`src/rtl/shift_rx_8.sv`:
```
`default_nettype none
//============================================================================
// Module   : shift_rx_8
// Purpose  : Serial-in / parallel-out receiver. Samples one bit per shift
//            strobe, starting a word on a framed strobe, assembles WIDTH bits
//            MSB-first or LSB-first and presents each completed word in a
//            valid/ready holding register with overrun and framing-error
//            reporting.
// Ports    : clk, rst       - clock, asynchronous active-high reset
//            s_in, shift    - serial bit and its sample strobe
//            frame          - strobed bit is bit 0 of a new word
//            msb_first      - bit order, latched at the start of each word
//            d_ready        - consumer accepts d_out while d_valid is high
//            ovr_clr        - clears the sticky overrun flag
//            d_out, d_valid - holding register and its valid flag
//            busy           - a word is being received
//            overrun        - sticky: completed word dropped (holding full)
//            frame_err      - one-cycle pulse: frame arrived mid-word
// Revision : 1.0 - initial release
//============================================================================
module shift_rx_8 #(
    parameter int WIDTH = 8,
    parameter int CNT_W = 3
) (
    input  logic             clk,
    input  logic             rst,
    input  logic             s_in,
    input  logic             shift,
    input  logic             frame,
    input  logic             msb_first,
    input  logic             d_ready,
    input  logic             ovr_clr,
    output logic [WIDTH-1:0] d_out,
    output logic             d_valid,
    output logic             busy,
    output logic             overrun,
    output logic             frame_err
);

    typedef enum logic [0:0] {
        S_IDLE = 1'b0,
        S_RECV = 1'b1
    } state_t;

    state_t             state_q;
    logic [WIDTH-1:0]   sr_q;
    logic [CNT_W-1:0]   cnt_q;
    logic               dir_q;
    logic [WIDTH-1:0]   d_out_q;
    logic               d_valid_q;
    logic               overrun_q;
    logic               frame_err_q;

    logic               start_w;
    logic               take_w;
    logic               last_w;
    logic               dir_w;
    logic [WIDTH-1:0]   base_w;
    logic [WIDTH-1:0]   sr_d;

    always_comb begin
        // A framed strobe starts a new word in either state.
        start_w = shift & frame;
        take_w  = shift & ~frame & (state_q == S_RECV);
        last_w  = take_w & (cnt_q == CNT_W'(WIDTH - 1));
        // The first bit of a word uses the live direction input; later bits
        // use the direction latched with that first bit.
        dir_w   = start_w ? msb_first : dir_q;
        // A new word shifts into a cleared register so no stale bits remain.
        base_w  = start_w ? '0 : sr_q;
        if (dir_w) begin
            sr_d = {base_w[WIDTH-2:0], s_in};
        end else begin
            sr_d = {s_in, base_w[WIDTH-1:1]};
        end
    end

    always_ff @(posedge clk or posedge rst) begin
        if (rst) begin
            state_q     <= S_IDLE;
            sr_q        <= '0;
            cnt_q       <= '0;
            dir_q       <= 1'b0;
            d_out_q     <= '0;
            d_valid_q   <= 1'b0;
            overrun_q   <= 1'b0;
            frame_err_q <= 1'b0;
        end else begin
            frame_err_q <= start_w & (state_q == S_RECV);

            if (start_w) begin
                sr_q    <= sr_d;
                dir_q   <= msb_first;
                cnt_q   <= CNT_W'(1);
                state_q <= S_RECV;
            end else if (take_w) begin
                sr_q <= sr_d;
                if (last_w) begin
                    cnt_q   <= '0;
                    state_q <= S_IDLE;
                end else begin
                    cnt_q <= cnt_q + CNT_W'(1);
                end
            end

            // A completing word loads if the holding register is empty or
            // being consumed on this same edge; otherwise it is dropped.
            if (last_w && (!d_valid_q || d_ready)) begin
                d_out_q   <= sr_d;
                d_valid_q <= 1'b1;
            end else if (d_valid_q && d_ready) begin
                d_valid_q <= 1'b0;
            end

            // Setting has priority over clearing.
            if (last_w && d_valid_q && !d_ready) begin
                overrun_q <= 1'b1;
            end else if (ovr_clr) begin
                overrun_q <= 1'b0;
            end
        end
    end

    assign d_out     = d_out_q;
    assign d_valid   = d_valid_q;
    assign busy      = (state_q == S_RECV);
    assign overrun   = overrun_q;
    assign frame_err = frame_err_q;

endmodule
`default_nettype wire

```
`config.mk`:
```
export PLATFORM = sky130hd
export DESIGN_NAME = shift_rx_8
export DESIGN_NICKNAME = d
export VERILOG_FILES = /design/src/rtl/shift_rx_8.sv
export SDC_FILE = /design/constraint.sdc
export NUM_CORES = 1
export LEC_CHECK = 0
export ABC_AREA = 1
export BUFFER_PORTS_ARGS = -buffer_cell sky130_fd_sc_hd__buf_2
export CAP_MARGIN = 30
export CORE_ASPECT_RATIO = 0.75
export CORE_MARGIN = 2
export CORE_UTILIZATION = 36
export CTS_BUF_LIST = sky130_fd_sc_hd__clkbuf_16
export CTS_CLUSTER_SIZE = 12
export DETAILED_ROUTE_END_ITERATION = 16
export SETUP_SLACK_MARGIN = 0.4
export SLEW_MARGIN = 25
export SYNTH_ARGS = -nofsm -noshare
export SYNTH_HDL_FRONTEND = slang
export SYNTH_SLANG_ARGS = --single-unit
```
`constraint.sdc`:
```
create_clock -name clk -period 2.75 [get_ports clk]
set_input_delay 0.1375 -clock clk [delete_from_list [all_inputs] [get_ports clk]]
set_output_delay 0.1375 -clock clk [all_outputs]
set_load 0.05 [all_outputs]
```
==> results of run 1 <==
-- cells in the mapped netlist, drive strengths merged --
master,n,area share (%)
nand2,55,20
nand4,1,0.58
inv,11,3.8
ha,2,2.3
dfrtp,24,56
nand3,9,5.3
buf,3,2.0
a22o,1,0.81
o22ai,1,0.58
o21ai,13,6.0
a31oi,1,0.58
nor2,5,2.4
-- stage by stage --
step / power (uW) / instance area (um^2) / instances
2_1_floorplan: 509.9 / 1076 / 126
3_3_place_gp: 541.4 / 1197 / 180
3_5_place_dp: 545.8 / 1197 / 180
4_1_cts: 860.4 / 1276 / 184
5_1_grt: 898.9 / 1314 / 186
6_report: 853.7 / 1314 / 186
-- worst max-delay path, stage by stage, from the launching register on --
cell	delay (ns)
dfrtp_1	0.39
ha_1	0.20
ha_1	0.22
nand3_4	0.17
inv_1	0.09
nand2_1	0.06
nand2_1	0.06
-- cells by family (layout without fill, tap and decap cells) --
kind of cell	count (synthesis)	in the layout	synth area share, %
AOI/OAI and AO/OA	16	16	8.024
and+or+nand+nor	70	70	28.02
buffers and inverters	14	36	5.814
DFF	24	24	55.81
adders and majority gates	2	2	2.325
-- area by class of cell --
class	count	area [um^2]	area share, %
Sequential cell	24	600.6	45.71
Tap cell	38	47.55	3.619
Timing Repair Buffer	21	132.6	10.10
Clock inverter	1	3.754	0.2857
Inverter	11	41.29	3.143
Clock buffer	3	75.07	5.714
Multi-Input combinational cell	88	412.9	31.43
-- report_power, final --
part           switching [uW]  internal, uW
Sequential               26.0           386
Combinational            88.1          43.7
Clock                     116           194
Total                     230           624
-- flip-flops by register name, summed over array words and instances (netlist names) --
register,flops
dir_q,1
cnt_q,3
d_valid,1
d_out,8
frame_err,1
busy,1
sr_q,8
overrun,1
-- metal layers --
layer  vias up  wire length [um]  global-route usage, %
li1        443                 -                      -
met1       369              1019                  18.60
met2        17               874                  21.12
met3         5               106                  4.626
met4         0                53                  8.163
met5         -                 0                      0
-- worst max-delay path by stage --
stage	start	to	slack, ns
after floorplan	busy$_DFFE_PP0P_	d_out[2]$_DFFE_PP0P_	1.30
final	cnt_q[0]$_DFFE_PP0P_	d_out[1]$_DFFE_PP0P_	1.44
after global placement	cnt_q[0]$_DFFE_PP0P_	d_out[0]$_DFFE_PP0P_	1.49
after global routing	cnt_q[0]$_DFFE_PP0P_	d_out[0]$_DFFE_PP0P_	1.33
after CTS	cnt_q[0]$_DFFE_PP0P_	d_out[1]$_DFFE_PP0P_	1.42
after detailed placement	cnt_q[0]$_DFFE_PP0P_	d_out[1]$_DFFE_PP0P_	1.43
-- repair_timing --
| action | 4_1_cts | 5_1_grt |
|---|---|---|
| endpoints found under the hold margin | 0 | 6 |
| buffers inserted | 0 | 0 |
| hold buffers | 0 | 1 |
==> results by group, run 1 <==
Synthesis
  • Synth warn: 0
  • Seq/Total Area, Yosys: approximately 56%
  • Average size of a mapped cell: 8.540 um^2
  • Post-Syn Nets: 136
  • Yosys reg bits: 24
  • Synth Instances: 126
  • Cell Area, Synth: ~1100 um^2
  • Number of library cell types mapped by synthesis: 18

Clock network
  • CTS buffer count: 3
  • Clk_lat worst skew: about 0.26 ns
  • Root Buffer: clkbuf_16
  • Reg clk slew, reported paths: 0.06 ns
  • CTS sink count: 24
  • H-tree levels: 1
  • CTS tree: done
  • Post-CTS sizing: 0
  • Clock buffer depth: 2

Routing
  • ANT nets after route: 0
  • Number of remaining DRC errors: 0
  • WL per Instance: 11.04 um
  • Vias: 834
  • DRT Pass-1 Iters: 4
  • Iter 0 DRT Violations: 33
  • Routed WL: 2.053 mm
  • Via density: 4.484

STA
  • Relative slew slack: 76.51%
  • Tcrit/Tclk final: between 40 and 50%
  • Fmax: 0.7610 GHz
  • Least-Margin Pin Slew: roughly 0.35 ns
  • Post-route setup slack: about 1.4 ns
  • RSZ-0062 raised after global routing: false
  • Final Hold Vio Count: 0
  • Clk_skew: 0.003556 ns
  • Hold slack: between 0.05 and 0.06 ns
  • Post-layout minimum cycle time: 1.314 ns
  • Setup violations, final: 0
  • Slew Limit Fails: 0
  • Setup TNS: 0 ns

Critical path
  • Reg2reg start: cnt_q[0]$_DFFE_PP0P_
  • R2R cell count: 6
  • CP Capture Type: register
  • CP max FO: 14
  • WP data arrival: 1.45 ns
  • Internal reg-to-reg setup slack: between 1 and 1.5 ns
  • Critical path type: register to register
  • Startpoint Class: register
  • Critical R2R Capture: d_out[1]$_DFFE_PP0P_
  • Required time of the critical path: 2.89 ns

Die
  • Die Y: 51.35 um
  • Initial core utilization: about 37%
  • Row cnt: 17
  • Area of the die: between 3000 and 4000 um^2
  • DIE WIDTH: 67.13 um
  • Core ar.: slightly below 3000 um^2
  • Io pins: 20

Finish
  • Layout area overhead: 22.09%
  • Final core utilization: between 40% and 50%
  • Fillers: 302
  • Nets@finish: 159
  • Antenna fix cells: 0
  • Commonest non-fill, non-tap cells in the layout: nand2_1, dfrtp_1, buf_2, inv_1, o21ai_0
  • Commonest non-fill, non-tap cell in the layout: nand2_1
  • Layout cells sized above 1: 18.92%

Place
  • Setup WS pre-CTS: ~1.4 ns
  • GP Congestion: 0.7858
  • Quantity of I/O buffers inserted on ports: 19
  • Post-DP HPWL: around 1.5 mm

Outcome
  • Status: complete, no violations

Global route
  • First-pass GRT wire length: 3.505 mm
  • Initial antenna violation count: 0
  • Vias in the first global route: about 750
  • Tot GR Track Use: ~14%
  • GRT overflow: 0
  • Largest net degree at the start of global routing: 25

Job
  • MaxCap Viol Count: 0

Power and ir drop
  • VDD IR-drop max: 0.2552 mV
  • Power per cell area: 649.8 nW/um^2
  • Pleak: between 0.0007 and 0.0008 uW

Worst hold path
  • Hold Crit Start: ovr_clr
  • Hold path depth: 2
  • Hold WC Path Type: primary input to register
  • Min-Delay Endpoint: overrun$_DFFE_PP0P_
Power figures use the tool's default switching activity.
==> run 2: changes to the inputs <==
Clock period 2.75 ns to 1.3 ns, I/O delays scaled along.
==> run 2 against run 1 <==
  * Core utilization rose by 17 points
  * Register-to-register slack worse by 1.3 ns
  * Via count grew 25%
  * Wire length rose by 47%
  * Cell count increased by 15%
  * Hold slack improved by 0.090 ns
  * Critical path depth unchanged
==> results by group, run 2 (synthesis results as in run 1) <==
Outcome
  • Status: complete, no violations

STA
  • Slew Limit Fails: 0 (unchanged)
  • Post-route setup slack: 0.1277 ns (-1.308 ns)
  • Final Hold Vio Count: 0 (unchanged)
  • Tcrit/Tclk final: 90.18% (+42 points)
  • Setup TNS: 0 ns (unchanged)
  • Post-layout minimum cycle time: 1.172 ns (-0.1417 ns)
  • Relative slew slack: 78.98% (+2.5 points)
  • RSZ-0062 raised after global routing: true
  • Clk_skew: 0.004799 ns (+0.001244 ns)
  • Setup violations, final: 0 (unchanged)
  • Least-Margin Pin Slew: 0.3142 ns (-0.03776 ns)
  • Fmax: 0.8530 GHz (+12%)

Place
  • GP Congestion: 0.7691 (-2.1%)
  • Placed Instances: 184 (+2.2%)
  • Quantity of I/O buffers inserted on ports: 19 (unchanged)
  • Post-DP HPWL: 1.587 mm (+5.4%)
  • Setup WS pre-CTS: 0.002276 ns (-1.431 ns)

Power and ir drop
  • Net Sw Power: 637.1 uW (+180%)
  • Switching share of power: 27.61% (+0.68 points)
  • Pwr Total: 2307 uW (+170%)
  • Power share of the clock group: 38.4% (+2.1 points)
  • Pleak: 0.0008934 uW (+27%)
  • Sequential power share: 38.5% (-9.8 points)
  • Comb power frac: 23.1% (+7.7 points)
  • Pint: 1670 uW (+170%)
  • VDD IR-drop max: 1.022 mV (+300%)
  • Power per cell area: 1270 nW/um^2 (+95%)

Die
  • Row cnt: 17 (unchanged)
  • Area of the die: 3447 um^2 (unchanged)
  • Die Y: 51.35 um (unchanged)
  • Core ar.: 2893 um^2 (unchanged)
  • Io pins: 20 (unchanged)
  • DIE WIDTH: 67.13 um (unchanged)
  • Initial core utilization: 37.20% (unchanged)

Routing
  • Via density: 4.878 (+8.8%)
  • Iter 0 DRT Violations: 58 (+76%)
  • Number of remaining DRC errors: 0 (unchanged)
  • Vias: 1,039 (+25%)
  • WL per Instance: 14.16 um (+28%)
  • DRT Pass-1 Iters: 5 (+1)
  • Routed WL: 3.017 mm (+47%)
  • ANT nets after route: 0 (unchanged)

Global route
  • Largest net degree at the start of global routing: 25 (unchanged)
  • Tot GR Track Use: 17.23% (+2.8 points)
  • First-pass GRT wire length: 4.374 mm (+25%)
  • GRT overflow: 0 (unchanged)
  • Initial antenna violation count: 0 (unchanged)
  • Vias in the first global route: 954 (+28%)

Critical path
  • Required time of the critical path: 1.45 ns (-1.44 ns)
  • Critical path type: register to register
  • CP max FO: 5 (-9)
  • WP data arrival: 1.33 ns (-0.12 ns)
  • CP Capture Type: register
  • Internal reg-to-reg setup slack: 0.13 ns (-1.31 ns)
  • Startpoint Class: register

Finish
  • Nets@finish: 186 (+17%)
  • Non-Filler Instances: 213 (+15%)
  • Commonest non-fill, non-tap cell in the layout: nand2_1
  • Commonest non-fill, non-tap cells in the layout: nand2_1, dfrtp_1, buf_6, nand2_2, buf_4
  • Antenna fix cells: 0 (unchanged)
  • Layout area overhead: 68.84%
  • Fillers: 231 (-24%)
  • Final core utilization: 62.80% (+17 points)
  • Layout cells sized above 1: 52.57% (+34 points)

Worst hold path
  • Hold WC Path Type: primary input to register

Clock network
  • H-tree levels: 1 (unchanged)
  • CTS sink count: 24 (unchanged)
  • CTS tree: done
  • CTS buffer count: 3 (unchanged)
  • Clock buffer depth: 2 (unchanged)
  • Reg clk slew, reported paths: 0.07 ns (about the same)
  • Clk_lat worst skew: 0.26 ns (about the same)
  • Root Buffer: clkbuf_16

Job
  • MaxCap Viol Count: 0 (unchanged)
==> run 2: changes by cell type in the layout (fill, tap and decap cells not counted), sizes merged <==
| cell | before | now |
|---|---|---|
| buf | 20 | 44 |
| bufinv | 0 | 1 |
| dlygate4sd3 | 1 | 2 |
| nand3 | 9 | 10 |
==> run 2: critical path: stages (launching register included) <==
cell and delay, ns:
dfrtp_1 0.39, ha_4 0.15, ha_4 0.15, nand3_4 0.11, buf_6 0.16, nand2_2 0.06
nand2_2 0.05
==> run 2: power by group through the flow <==
stage,logic [uW],registers (uW),clock network [uW]
after global placement,298,874,0
after CTS,395,874,889
after global routing,580,893,929
after floorplan,167,914,0
after detailed placement,303,875,0
final,532,889,887
==> run 2: path summary, 6_finish.rpt <==
path,start,end,depth (start not counted)
min in group asynchronous,rst,d_out[6]$_DFFE_PP0P_,4
min reg2reg,sr_q[0]$_DFFE_PP0P_,sr_q[0]$_DFFE_PP0P_,2
max reg2reg,cnt_q[1]$_DFFE_PP0P_,d_out[7]$_DFFE_PP0P_,6
min,s_in,sr_q[0]$_DFFE_PP0P_,5
max,cnt_q[1]$_DFFE_PP0P_,d_out[7]$_DFFE_PP0P_,6
max in group asynchronous,rst,busy$_DFFE_PP0P_,4
==> run 2: timing repair <==
item,4_1_cts,5_1_grt
buffers inserted,9,11
endpoints found under the setup margin,33,32
gates cloned,2,1
hold endpoints to repair,25,0
resized for setup,39,55
hold buffers,2,0
pin swaps,5,13
==> run 2: per-layer routing <==
metal | part of all wire, % | global-route usage (%) | routed length (um) | vias up
met2 | 49 | 25.91 | 1471 | 24
met4 | 1.8 | 4.422 | 53 | 0
li1 | - | - | - | 501
met3 | 2.9 | 5.286 | 86 | 6
met1 | 47 | 24.09 | 1405 | 508
met5 | 0 | 0 | 0 | -
==> run 2: through the flow <==
stage	hold slack, ns	area (um^2)
2_1_floorplan	0.07948	1084
6_report	0.1489	1817
3_5_place_dp	0.1281	1235
5_1_grt	0.1802	1817
4_1_cts	0.1226	1551
3_3_place_gp	0.1211	1235
==> run 2: area by class of cell <==
type | count | area [um^2] | area share [%]
sequential | 24 | 603.1 | 33.20
multi-input combinational | 89 | 579.3 | 31.89
timing repair buffer | 46 | 419.2 | 23.07
clock buffer | 3 | 75.07 | 4.132
inverter | 11 | 53.80 | 2.961
tap | 38 | 47.55 | 2.617
clock inverter | 1 | 30.03 | 1.653
timing repair inverter | 1 | 8.758 | 0.4821
